==> config.mk <==
export PLATFORM = sky130hd
export DESIGN_NAME = vga_timing_rgb
export DESIGN_NICKNAME = d
export VERILOG_FILES = /design/src/rtl/vga_timing_rgb.sv
export SDC_FILE = /design/constraint.sdc
export NUM_CORES = 1
export LEC_CHECK = 0
export CAP_MARGIN = 10
export CORE_AREA = 2 2 50 99
export DETAILED_ROUTE_END_ITERATION = 12
export DIE_AREA = 0 0 52 101
export PLACE_DENSITY = 0.8
export SYNTH_ARGS = -nofsm -noshare
export SYNTH_HDL_FRONTEND = slang
export SYNTH_SLANG_ARGS = --single-unit
==> constraint.sdc <==
create_clock -name clk -period 4 [get_ports clk]
set_clock_uncertainty 0.2 [all_clocks]
set_input_delay 0.8 -clock clk [delete_from_list [all_inputs] [get_ports clk]]
set_output_delay 0.8 -clock clk [all_outputs]
set_load 0.05 [all_outputs]
==> src/rtl/vga_timing_rgb.sv <==
// VGA raster timing generator with registered R/G/B split of a 24-bit {R,G,B} pixel word.
// Optional `TEST_PATTERN_EN adds pattern_sel to replace pixel_in with 8 vertical colour bars.
module vga_timing_rgb #(
  parameter int unsigned H_ACTIVE = 640,
  parameter int unsigned H_FP     = 16,
  parameter int unsigned H_SYNC   = 96,
  parameter int unsigned H_BP     = 48,
  parameter int unsigned V_ACTIVE = 480,
  parameter int unsigned V_FP     = 10,
  parameter int unsigned V_SYNC   = 2,
  parameter int unsigned V_BP     = 33,
  parameter logic        SYNC_POL = 1'b0
) (
  input  logic        clk,
  input  logic        rst,
  input  logic        pix_en,
  input  logic [23:0] pixel_in,
`ifdef TEST_PATTERN_EN
  input  logic        pattern_sel,
`endif
  output logic [9:0]  x,
  output logic [9:0]  y,
  output logic        active,
  output logic [7:0]  r,
  output logic [7:0]  g,
  output logic [7:0]  b,
  output logic        hsync,
  output logic        vsync,
  output logic        blank_n,
  output logic        frame_start
);

  localparam logic [9:0] H_VIS      = 10'(H_ACTIVE);
  localparam logic [9:0] H_SYNC_BEG = 10'(H_ACTIVE + H_FP);
  localparam logic [9:0] H_SYNC_END = 10'(H_ACTIVE + H_FP + H_SYNC - 1);
  localparam logic [9:0] H_LAST     = 10'(H_ACTIVE + H_FP + H_SYNC + H_BP - 1);
  localparam logic [9:0] V_VIS      = 10'(V_ACTIVE);
  localparam logic [9:0] V_SYNC_BEG = 10'(V_ACTIVE + V_FP);
  localparam logic [9:0] V_SYNC_END = 10'(V_ACTIVE + V_FP + V_SYNC - 1);
  localparam logic [9:0] V_LAST     = 10'(V_ACTIVE + V_FP + V_SYNC + V_BP - 1);

  logic [9:0]  h_cnt;
  logic [9:0]  v_cnt;
  logic        hs_on;
  logic        vs_on;
  logic [23:0] src;

  always_ff @(posedge clk) begin
    if (rst) begin
      h_cnt <= '0;
      v_cnt <= '0;
    end else if (pix_en) begin
      if (h_cnt == H_LAST) begin
        h_cnt <= '0;
        if (v_cnt == V_LAST) v_cnt <= '0;
        else                 v_cnt <= v_cnt + 10'd1;
      end else begin
        h_cnt <= h_cnt + 10'd1;
      end
    end
  end

  assign x      = h_cnt;
  assign y      = v_cnt;
  assign active = (h_cnt < H_VIS) && (v_cnt < V_VIS);
  assign hs_on  = (h_cnt >= H_SYNC_BEG) && (h_cnt <= H_SYNC_END);
  assign vs_on  = (v_cnt >= V_SYNC_BEG) && (v_cnt <= V_SYNC_END);

`ifdef TEST_PATTERN_EN
  localparam int unsigned BAR_W = H_ACTIVE / 8;

  logic [2:0]  bar;
  logic [23:0] bar_rgb;

  // Bar index bits map directly onto inverted channels: R=~bar[1], G=~bar[2], B=~bar[0].
  always_comb begin
    bar = '0;
    for (int unsigned i = 1; i < 8; i++) begin
      if (h_cnt >= 10'(i * BAR_W)) bar = 3'(i);
    end
    bar_rgb = {{8{~bar[1]}}, {8{~bar[2]}}, {8{~bar[0]}}};
  end

  always_comb begin
    src = pixel_in;
    if (pattern_sel) src = bar_rgb;
  end
`else
  always_comb begin
    src = pixel_in;
  end
`endif

  always_ff @(posedge clk) begin
    if (rst) begin
      r           <= '0;
      g           <= '0;
      b           <= '0;
      blank_n     <= 1'b0;
      hsync       <= ~SYNC_POL;
      vsync       <= ~SYNC_POL;
      frame_start <= 1'b0;
    end else begin
      // Evaluated every clk so the pulse lasts one clk even when pix_en is a slower tick.
      frame_start <= pix_en && (h_cnt == '0) && (v_cnt == '0);
      if (pix_en) begin
        if (active) {r, g, b} <= src;
        else        {r, g, b} <= '0;
        blank_n <= active;
        hsync   <= hs_on ? SYNC_POL : ~SYNC_POL;
        vsync   <= vs_on ? SYNC_POL : ~SYNC_POL;
      end
    end
  end

endmodule

==> reports/qor.txt <==
Post-Synth XOR/XNOR Area -> 4.88%
Drt pass-1 iters -> 4
Final Wtd Congestion -> 0.858
Via count -> 1770
Worst skew pair latency -> 0.29 ns
Ys flop type -> dfxtp_1
Final setup TNS -> 0 ns
Initial antenna violation count -> 0
Lkg Pwr -> 0.00108 uW
HP Start -> r[0]$_SDFFE_PP0P_
CTS sink count -> 48
CP max stage cell -> clkdlybuf4s50_1
Post-synthesis compound-gate area fraction -> 16.9%
Synth Area per Inst -> 10.1 sq um
Worst Setup SP -> y[5]$_SDFFE_PP0P_
CP Max Fanout -> 9
ANT nets after route -> 0
Clk root buf -> clkbuf_8
CTS Buffer Depth -> 2
Required time of the critical path -> 3.00 ns
First-pass GRT wire length -> 7900 microns
Outcome -> finished, final reports clean
Max Cap Viol -> 0
Ports -> 76
Inst Count DP -> 317
Adder-Cell Fraction of Synth Area -> 2.53%
Post-synth EDFFs -> 0
Finished Layout Cells -> 324
Routed WL -> 4780 microns
Die X-Extent -> 52 microns
Worst slew pin tran -> 0.520 ns
Total grt overflow -> 0
Initial drt markers -> 32
Top post-synthesis cells by area -> dfxtp_1 (49%), a22o_1 (11%), nor2_1 (3.4%)
ANT cells -> 0
DP Area -> 2750 sq um
PwrDens -> 375 nW/um^2
Tmin final -> 3.04 ns
CTS Hold Buffers Added -> 0
Async set-reset flop share out of synthesis -> 0%
Drt wl/cell -> 14.8 microns
Pin count of the biggest net entering global routing -> 25
Simple-Gate Fraction of Synth Area -> 21.2%
Setup Viol. Count Final -> 0
Slew margin rel. -> 65.2%
Crit Path Category -> reg2out
Post-CTS Repair Setup Buffers -> 0
PortBufs -> 75
Largest family of logic cells by synthesized area -> simple AND/OR/NAND/NOR gates
Die ar. -> 5250 sq um
Vias in the first global route -> 1716
Die H -> 101 microns
Most frequent cell after synthesis -> dfxtp_1
Layout cells sized above 1 -> 6.32%
Synth cell count leaders -> dfxtp_1 (48), a22o_1 (24), nor2_1 (18)
Worst hold path type -> reg2reg
Cell taking the most area after synthesis -> dfxtp_1
Achievable Freq -> 0.329 GHz
Max stage delay on crit path -> 0.86 ns
All-Layer GR Usage -> 19.2%
Max Transition Viols Final -> 0
Critical Path End Type -> output pin
CP Launch Type -> flop
Clk slew on worst S/H paths -> 0.08 ns
CP Cell Sequence -> and4_1 -> nor3_1 -> clkdlybuf4s50_1
Sequential-to-total area share from yosys stat -> 48.7%
Rows -> 35
Area grow syn2layout -> 45.6%
Post-detail-place hpwl -> 3410 microns
DRC Markers -> 0
Post-CTS resize count -> 0
Yosys warns -> 0
Cell variety after synth -> 40
Utilization after layout -> 63.7%
CTS tree -> yes
Reg-to-Reg Start -> x[0]$_SDFFE_PP0P_
RSZ-0062 raised after global routing -> no
Hold Vio Cnt, Final -> 0
Fin nets -> 300
Vias per inst -> 5.46
VDD IR-drop max -> 0.467 mV
Initial core utilization -> 43.8%
Final instance area -> 2880 sq um
Synthesized net count -> 227
Crit path DAT -> 2.04 ns
Synth top area share -> 48.7%
#FFs+latches synth -> 48
CTS H-tree depth -> 2
Mapped Area -> 1970 sq um
Multiplexer share of the synthesized area -> 1.52%
CTS buffer count -> 5
Core area -> 4510 sq um
Mapped Cells -> 196
Crit share post-route -> 76.1%
## cell families after synthesis
logic type / count (synthesis)
buf+inv: 16
flops: 48
fa+ha+maj: 4
xor+xnor: 11
simple gates: 73
compound gates: 41
mux: 3
## critical path: cells and delay by family (launching register included)
family / cells / cell delay (ns)
and+or+nand+nor: 2 / 0.49
DFF: 1 / 0.40
buffers and inverters: 1 / 0.86
## cells in the final DEF, fill, tap and decap left out, drive strengths merged, types with 2 or more instances in the layout
cell type	Yosys	final
clkdlybuf4s50	0	75
dfxtp	48	48
a22o	24	24
nor2	18	18
nand2	8	8
nand4	8	8
nor3	7	7
nand3	6	6
xnor2	6	6
a21oi	6	6
and3	5	5
nor4	5	5
xor2	5	5
clkbuf	4	5
inv	4	4
or3	4	4
ha	4	4
o21ai	3	3
mux2i	3	3
buf	8	3
and4	2	2
o21a	2	2
o31ai	2	2
or4	2	2
nand2b	2	2
bufinv	0	2
## final cells by class
type,count,area (sq um)
fill,369,1640
sequential,48,961
multi-input combinational,132,928
timing repair buffer,78,773
clock buffer,5,68.8
tap,55,68.8
clock inverter,2,60.1
inverter,4,15.0
## power by group
group | internal, uW | switching, uW
Clock | 246 | 150
Combinational | 72.2 | 98.4
Sequential | 496 | 14.1
Total | 815 | 263
## path summary, 6_finish.rpt
| path | endpoint | slack [ns] | cells after the start |
|---|---|---|---|
| setup / recovery | active | 0.96 | 3 |
| hold / removal | r[0]$_SDFFE_PP0P_ | 0.28 | 1 |
| setup reg to reg | y[9]$_SDFFE_PP0P_ | 1.80 | 5 |
| hold reg to reg | r[0]$_SDFFE_PP0P_ | 0.28 | 1 |
## sequential cells by signal (all words and copies together) (netlist names)
signal / count
hsync: 1
x: 10
g: 8
r: 8
b: 8
blank_n: 1
frame_start: 1
vsync: 1
y: 10
## metrics by stage
step	hold slack, ns	setup WS [ns]	power (uW)
floorplan	0.537	0.967	620
global placement	0.258	1.07	690
detailed placement	0.254	1.01	692
CTS	0.283	0.942	1090
global route	0.294	0.840	1110
finish	0.278	0.957	1080
## routing by layer
layer,part of all wire [%],up-vias,global-route usage [%],wire length (microns)
li1,-,858,-,-
met1,43,829,24.5,2080
met2,48,79,31.6,2320
met3,7.6,4,4.90,365
met4,0.56,0,5.26,27
met5,0,-,0,0
Note: power is estimated with default switching activity, not from simulation.
